### src/rtl/npc_pkg.sv
// Shared core definitions: data width, register address width, writeback source ids.
package npc_pkg;
   localparam int XLEN   = 32;
   localparam int REG_AW = 5;

   typedef enum logic {
      WB_EXU = 1'b0,
      WB_LSU = 1'b1
   } wb_src_e;
endpackage

### src/rtl/wb_arbiter_if.sv
// Writeback port bundle: two requesters, scoreboard set/query and regfile write side.
interface wb_arbiter_if #(
   parameter int XLEN = 32
);
   import npc_pkg::*;

   logic              exu_valid;
   logic              exu_ready;
   logic [REG_AW-1:0] exu_rd;
   logic [XLEN-1:0]   exu_data;

   logic              lsu_valid;
   logic              lsu_ready;
   logic [REG_AW-1:0] lsu_rd;
   logic [XLEN-1:0]   lsu_data;

   logic              sb_set;
   logic [REG_AW-1:0] sb_set_rd;
   logic [REG_AW-1:0] rs1_addr;
   logic [REG_AW-1:0] rs2_addr;
   logic              rs1_busy;
   logic              rs2_busy;

   logic              rf_wen;
   logic [REG_AW-1:0] rf_waddr;
   logic [XLEN-1:0]   rf_wdata;

   modport master (
      output exu_valid, exu_rd, exu_data,
      output lsu_valid, lsu_rd, lsu_data,
      output sb_set, sb_set_rd, rs1_addr, rs2_addr,
      input  exu_ready, lsu_ready, rs1_busy, rs2_busy,
      input  rf_wen, rf_waddr, rf_wdata
   );

   modport slave (
      input  exu_valid, exu_rd, exu_data,
      input  lsu_valid, lsu_rd, lsu_data,
      input  sb_set, sb_set_rd, rs1_addr, rs2_addr,
      output exu_ready, lsu_ready, rs1_busy, rs2_busy,
      output rf_wen, rf_waddr, rf_wdata
   );
endinterface

### src/rtl/gpr_scoreboard.sv
// Pending-load busy bits, one per GPR; x0 is never busy.
module gpr_scoreboard #(
   parameter int NREG = 32
) (
   input  logic                      clk,
   input  logic                      rst,
   input  logic                      i_set,
   input  logic [npc_pkg::REG_AW-1:0] i_set_rd,
   input  logic                      i_clr,
   input  logic [npc_pkg::REG_AW-1:0] i_clr_rd,
   input  logic [npc_pkg::REG_AW-1:0] i_rs1_addr,
   input  logic [npc_pkg::REG_AW-1:0] i_rs2_addr,
   output logic                      o_rs1_busy,
   output logic                      o_rs2_busy
);
   import npc_pkg::*;

   logic [NREG-1:0] r_busy;
   logic [NREG-1:0] w_busy_nxt;

   // Set is applied after clear so a same-register collision leaves the bit set.
   always_comb begin
      w_busy_nxt = r_busy;
      if (i_clr) w_busy_nxt[i_clr_rd] = 1'b0;
      if (i_set) w_busy_nxt[i_set_rd] = 1'b1;
      w_busy_nxt[0] = 1'b0;
   end

   always_ff @(posedge clk or posedge rst) begin
      if (rst) r_busy <= '0;
      else     r_busy <= w_busy_nxt;
   end

   assign o_rs1_busy = r_busy[i_rs1_addr];
   assign o_rs2_busy = r_busy[i_rs2_addr];
endmodule

### src/rtl/wb_arbiter.sv
// Round-robin writeback arbiter between ALU and load unit, with registered regfile write port.
module wb_arbiter #(
   parameter int XLEN = 32,
   parameter int NREG = 32
) (
   input  logic         clk,
   input  logic         rst,
   wb_arbiter_if.slave  bus
);
   import npc_pkg::*;

   wb_src_e           r_last_grant;
   wb_src_e           w_last_grant_nxt;
   logic              w_exu_gnt;
   logic              w_lsu_gnt;
   logic              r_wen;
   logic [REG_AW-1:0] r_waddr;
   logic [XLEN-1:0]   r_wdata;
   logic              w_rs1_busy;
   logic              w_rs2_busy;

   always_ff @(posedge clk or posedge rst) begin
      if (rst) r_last_grant <= WB_LSU;
      else     r_last_grant <= w_last_grant_nxt;
   end

   // Ready equals grant; contention goes to the source that did not win last.
   always_comb begin
      w_exu_gnt        = 1'b0;
      w_lsu_gnt        = 1'b0;
      w_last_grant_nxt = r_last_grant;
      if (!rst) begin
         if (bus.exu_valid && bus.lsu_valid) begin
            w_exu_gnt = (r_last_grant == WB_LSU);
            w_lsu_gnt = (r_last_grant == WB_EXU);
         end else begin
            w_exu_gnt = bus.exu_valid;
            w_lsu_gnt = bus.lsu_valid;
         end
      end
      if (w_exu_gnt) w_last_grant_nxt = WB_EXU;
      if (w_lsu_gnt) w_last_grant_nxt = WB_LSU;
   end

   // Address/data hold when idle; a write to x0 completes the handshake but never asserts wen.
   always_ff @(posedge clk or posedge rst) begin
      if (rst) begin
         r_wen   <= 1'b0;
         r_waddr <= '0;
         r_wdata <= '0;
      end else begin
         r_wen <= 1'b0;
         if (w_exu_gnt) begin
            r_wen   <= |bus.exu_rd;
            r_waddr <= bus.exu_rd;
            r_wdata <= bus.exu_data;
         end else if (w_lsu_gnt) begin
            r_wen   <= |bus.lsu_rd;
            r_waddr <= bus.lsu_rd;
            r_wdata <= bus.lsu_data;
         end
      end
   end

   gpr_scoreboard #(.NREG(NREG)) u_sb (
      .clk        (clk),
      .rst        (rst),
      .i_set      (bus.sb_set),
      .i_set_rd   (bus.sb_set_rd),
      .i_clr      (w_lsu_gnt),
      .i_clr_rd   (bus.lsu_rd),
      .i_rs1_addr (bus.rs1_addr),
      .i_rs2_addr (bus.rs2_addr),
      .o_rs1_busy (w_rs1_busy),
      .o_rs2_busy (w_rs2_busy)
   );

   assign bus.exu_ready = w_exu_gnt;
   assign bus.lsu_ready = w_lsu_gnt;
   assign bus.rs1_busy  = w_rs1_busy;
   assign bus.rs2_busy  = w_rs2_busy;
   assign bus.rf_wen    = r_wen;
   assign bus.rf_waddr  = r_waddr;
   assign bus.rf_wdata  = r_wdata;
endmodule

### src/flat_wrapper.sv
// flat-port wrapper written by rule: the top's interface ports become plain ports
module wb_arbiter_flat import npc_pkg::*;
#(
   parameter int XLEN = 32,
   parameter int NREG = 32
)
  (clk, rst, bus_exu_valid, bus_exu_rd, bus_exu_data, bus_lsu_valid, bus_lsu_rd, bus_lsu_data, bus_sb_set, bus_sb_set_rd, bus_rs1_addr, bus_rs2_addr, bus_exu_ready, bus_lsu_ready, bus_rs1_busy, bus_rs2_busy, bus_rf_wen, bus_rf_waddr, bus_rf_wdata);
  wb_arbiter_if #(.XLEN(XLEN)) bus_i ();
  input  logic clk;
  input  logic rst;
  input wire logic [$bits(bus_i.exu_valid)-1:0] bus_exu_valid;
  input wire logic [$bits(bus_i.exu_rd)-1:0] bus_exu_rd;
  input wire logic [$bits(bus_i.exu_data)-1:0] bus_exu_data;
  input wire logic [$bits(bus_i.lsu_valid)-1:0] bus_lsu_valid;
  input wire logic [$bits(bus_i.lsu_rd)-1:0] bus_lsu_rd;
  input wire logic [$bits(bus_i.lsu_data)-1:0] bus_lsu_data;
  input wire logic [$bits(bus_i.sb_set)-1:0] bus_sb_set;
  input wire logic [$bits(bus_i.sb_set_rd)-1:0] bus_sb_set_rd;
  input wire logic [$bits(bus_i.rs1_addr)-1:0] bus_rs1_addr;
  input wire logic [$bits(bus_i.rs2_addr)-1:0] bus_rs2_addr;
  output wire logic [$bits(bus_i.exu_ready)-1:0] bus_exu_ready;
  output wire logic [$bits(bus_i.lsu_ready)-1:0] bus_lsu_ready;
  output wire logic [$bits(bus_i.rs1_busy)-1:0] bus_rs1_busy;
  output wire logic [$bits(bus_i.rs2_busy)-1:0] bus_rs2_busy;
  output wire logic [$bits(bus_i.rf_wen)-1:0] bus_rf_wen;
  output wire logic [$bits(bus_i.rf_waddr)-1:0] bus_rf_waddr;
  output wire logic [$bits(bus_i.rf_wdata)-1:0] bus_rf_wdata;
  assign bus_i.exu_valid = bus_exu_valid;
  assign bus_i.exu_rd = bus_exu_rd;
  assign bus_i.exu_data = bus_exu_data;
  assign bus_i.lsu_valid = bus_lsu_valid;
  assign bus_i.lsu_rd = bus_lsu_rd;
  assign bus_i.lsu_data = bus_lsu_data;
  assign bus_i.sb_set = bus_sb_set;
  assign bus_i.sb_set_rd = bus_sb_set_rd;
  assign bus_i.rs1_addr = bus_rs1_addr;
  assign bus_i.rs2_addr = bus_rs2_addr;
  assign bus_exu_ready = bus_i.exu_ready;
  assign bus_lsu_ready = bus_i.lsu_ready;
  assign bus_rs1_busy = bus_i.rs1_busy;
  assign bus_rs2_busy = bus_i.rs2_busy;
  assign bus_rf_wen = bus_i.rf_wen;
  assign bus_rf_waddr = bus_i.rf_waddr;
  assign bus_rf_wdata = bus_i.rf_wdata;
  wb_arbiter #(.XLEN(XLEN), .NREG(NREG)) u_core (.clk(clk), .rst(rst), .bus(bus_i));
endmodule
### config.mk
export PLATFORM = sky130hd
export DESIGN_NAME = wb_arbiter_flat
export DESIGN_NICKNAME = d
export VERILOG_FILES = /design/src/rtl/npc_pkg.sv /design/src/rtl/wb_arbiter_if.sv /design/src/rtl/gpr_scoreboard.sv /design/src/rtl/wb_arbiter.sv /design/src/flat_wrapper.sv
export SDC_FILE = /design/constraint.sdc
export NUM_CORES = 1
export LEC_CHECK = 0
export ABC_AREA = 0
export BUFFER_PORTS_ARGS = -buffer_cell sky130_fd_sc_hd__buf_4
export CAP_MARGIN = 10
export CORE_MARGIN = 2
export CORE_UTILIZATION = 55
export DETAILED_ROUTE_END_ITERATION = 10
export PLACE_DENSITY = 0.94
export SLEW_MARGIN = 20
export SYNTH_ARGS = -nofsm -noshare
export SYNTH_HDL_FRONTEND = slang
export SYNTH_HIERARCHICAL = 1
export SYNTH_SLANG_ARGS = --single-unit
### constraint.sdc
create_clock -name clk -period 4.15 [get_ports clk]
set_input_delay 0.2075 -clock clk [delete_from_list [all_inputs] [get_ports clk]]
set_output_delay 0.2075 -clock clk [all_outputs]
set_load 0.05 [all_outputs]
==> key figures <==
Min path
  • Hold/Removal Path Class: in2async

Global routing
  • Largest net degree at the start of global routing: 75
  • Vias in the first global route: 3957
  • First-pass GRT wire length: 19190 microns
  • GRT overflow: 0
  • Initial antenna violation count: 0
  • All-Layer GR Usage: 31.56%

Power and ir drop
  • Sequential power share: 40.7%
  • Int Power: 1431 uW
  • Pwr Density: 440.4 nW/um^2
  • Psw: 838.9 uW
  • Combinational share of power: 31.8%
  • Leakage: 0.002141 uW
  • Switching share of power: 36.95%
  • Worst vdd ir: 0.2236 mV
  • Clock power share: 27.5%

Setup path
  • Cell Chain, Critical Path: and2b_2 > o21ai_1 > inv_1 > or3b_2 > o21ai_0 > o21ai_0
  • Worst EP arrival: 3000 ps
  • Critical R2R Capture: u_core/u_sb/r_busy[28]
  • Startpoint types: register
  • Slowest cell on crit path: and2b_2
  • Largest stage delay on the critical path: 780 ps
  • Reg-to-reg slack, setup: 1380 ps
  • Crit path capture type: register
  • Worst R2R Start: u_core/r_last_grant
  • Kind of critical path: reg2reg
  • Worst-case reg-to-reg path depth: 6
  • Critical path's most frequent cell: o21ai_0
  • Crit-path max FO: 39
  • Worst EP required: 4370 ps

Clock network
  • Sink Count: 70
  • Post-cts resize count: 0
  • Worst-path clk slew: 80 ps
  • CTS Root Cell: clkbuf_8
  • Clock latency on the worst-skew pair: 350 ps
  • Hold Buf Count CTS: 0
  • CTS tree: yes
  • # Post-CTS Setup Buffers: 0
  • Longest Clk Path Bufs: 2
  • CTS HTree Levels: 3
  • Total CTS buffers: 9

Routing
  • DR pass1 iterations: 6
  • Via count: 4228
  • Drc violations: 0
  • DR WL/cell: 18.94 microns
  • DRT antenna net count: 0
  • Routed wl met2: 5943 microns
  • Top Metal Used: met4
  • DRT met1 WL: 4496 microns
  • WL met3: 1248 microns
  • DRT iter0 DRCs: 621
  • Total wire length: 12200 microns
  • Via density: 6.565

Cells and area
  • Nets@finish: 634
  • Fill cells: 543
  • P&R area growth vs syn: 29.23%
  • Final Cell Area: 5155 sq um
  • Utilization after layout: 72.23%
  • Layout cell share with drive strength beyond 1: 31.56%
  • ANT cells: 0

Synthesis
  • #FFs+latches synth: 70
  • Synth warn: 6
  • Gate Count Post-Synth: 428
  • Syn Nets: 522
  • Post-Syn Area per Cell: 9.320 sq um
  • Yosys top cell by area: dfrtp_1
  • FFs w/ async S/R, synth: 100.0%
  • Top-count cell post-synth: o21ai_0
  • Top cells by count, synth: o21ai_0, dfrtp_1, nor2_1, o2111ai_1, a31oi_1
  • Post-synth EDFFs: 0
  • Post-synth cell types: 34
  • Dominant synthesized flop cell: dfrtp_1
  • Synth top area share: 43.29%
  • Ranking of synthesized cells by area: dfrtp_1, o21ai_0, o2111ai_1
  • Mapped cell area: 3989 sq um
  • Seq/Total Area, Yosys: 43.95%

STA
  • Count of final setup violators: 0
  • Worst Hold Slack: -42.39 ps
  • Fin. Hold Viols: 31
  • RSZ-0062 raised after global routing: no
  • Minimum clock period: 2772 ps
  • Worst-Margin Slew: 928.6 ps
  • Final period utilization: 66.79%
  • Max-slew headroom: 38.10%
  • Final TNS setup: 0 ps
  • Count of final max-slew check failures: 0
  • Worst Skew: 6.891 ps
  • Peak Freq: 360.8 MHz

Placed design
  • Port bufs: 135
  • HPWL after DPL: 8529 microns
  • Placed instance area: 4930 sq um
  • Gpl congestion: 0.9177

Floorplanning
  • Full die area: 7950 sq um
  • IO Pins: 136
  • Starting density of the core: 55.89%
  • Cell row count: 31
  • Core area: 7137 sq um
  • Die H: 89.16 microns
  • Die W: 89.16 microns

Outcome
  • Outcome: finished with violations
  • Failing checks: hold timing

Flow run
  • Maxcap violations: 0
## critical path: cells and delay by family, from the launching register on
family          cells  cell delay [ps]
simple gates        2             1330
compound gates      3              540
flops               1              580
buf+inv             1              160
## layer usage
layer | global-route usage [%] | vias up
met2 | 50.57 | 312
met3 | 7.295 | 62
li1 | - | 1874
met4 | 15.20 | 0
met1 | 40.57 | 1980
met5 | 0 | -
## cell families (layout without fill, tap and decap cells)
logic type      after synthesis  count (layout)  share of synthesized area (%)
buf+inv                      43             160                          6.054
simple gates                 98              98                          12.26
flops                        70              70                          43.95
mux                          24              24                          7.905
compound gates              193             193                          29.83
## area by class of cell
type	count	area, sq um	area share [%]
inverters	6	23.77	0.4612
clock buffers	10	137.6	2.670
well taps	99	123.9	2.403
flip-flops and latches	70	1753	34.00
clock inverters	6	85.08	1.650
repair buffers	138	1036	20.10
multi-input cells	315	1996	38.71
## registers in the layout, summed over array words and instances, names as in the netlist
name                 flops
u_core/bus.rf_waddr      5
u_core/bus.rf_wdata     32
u_core/bus.rf_wen        1
u_core/r_last_grant      1
u_core/u_sb/r_busy      31
## placed cells by master, fill, tap and decap left out, drive strengths merged, types with 3 or more instances in the layout
| cell | netlist | routed |
|---|---|---|
| a21oi | 6 | 6 |
| a22oi | 4 | 4 |
| a31oi | 37 | 37 |
| buf | 35 | 138 |
| clkbuf | 2 | 10 |
| clkinv | 0 | 3 |
| dfrtp | 69 | 69 |
| inv | 6 | 5 |
| mux2i | 18 | 18 |
| mux4 | 6 | 6 |
| nand2 | 8 | 8 |
| nand2b | 5 | 5 |
| nand3 | 12 | 12 |
| nand3b | 10 | 10 |
| nor2 | 47 | 47 |
| nor2b | 4 | 4 |
| o2111ai | 39 | 39 |
| o21ai | 100 | 100 |
| or3b | 5 | 5 |
## metrics by stage
stage / hold WS (ps) / total power [uW] / setup WS, ps / std cells
2_1_floorplan: 311.0 / 1380 / 2106 / 428
3_3_place_gp: 496.1 / 1607 / 1245 / 628
3_5_place_dp: 502.0 / 1639 / 1160 / 628
4_1_cts: 121.1 / 2261 / 1058 / 644
5_1_grt: 5.522 / 2369 / 1227 / 644
6_report: -42.39 / 2270 / 1378 / 644
## power groups by stage
stage | logic, uW | registers [uW] | clock network, uW
6_report | 722 | 925 | 624
5_1_grt | 770 | 938 | 661
4_1_cts | 715 | 917 | 629
3_5_place_dp | 711 | 928 | 0
3_3_place_gp | 687 | 920 | 0
2_1_floorplan | 312 | 1070 | 0
## how the worst max path moves through the flow
stage	slack, ps	endpoint	from
3_5_place_dp	1160	u_core/u_sb/r_busy[28]	u_core/r_last_grant
5_1_grt	1230	u_core/u_sb/r_busy[4]	u_core/r_last_grant
4_1_cts	1060	u_core/u_sb/r_busy[28]	u_core/r_last_grant
6_report	1380	u_core/u_sb/r_busy[28]	u_core/r_last_grant
3_3_place_gp	1250	u_core/u_sb/r_busy[4]	u_core/r_last_grant
2_1_floorplan	2110	u_core/u_sb/r_busy[4]	u_core/r_last_grant
Power figures use the tool's default switching activity.
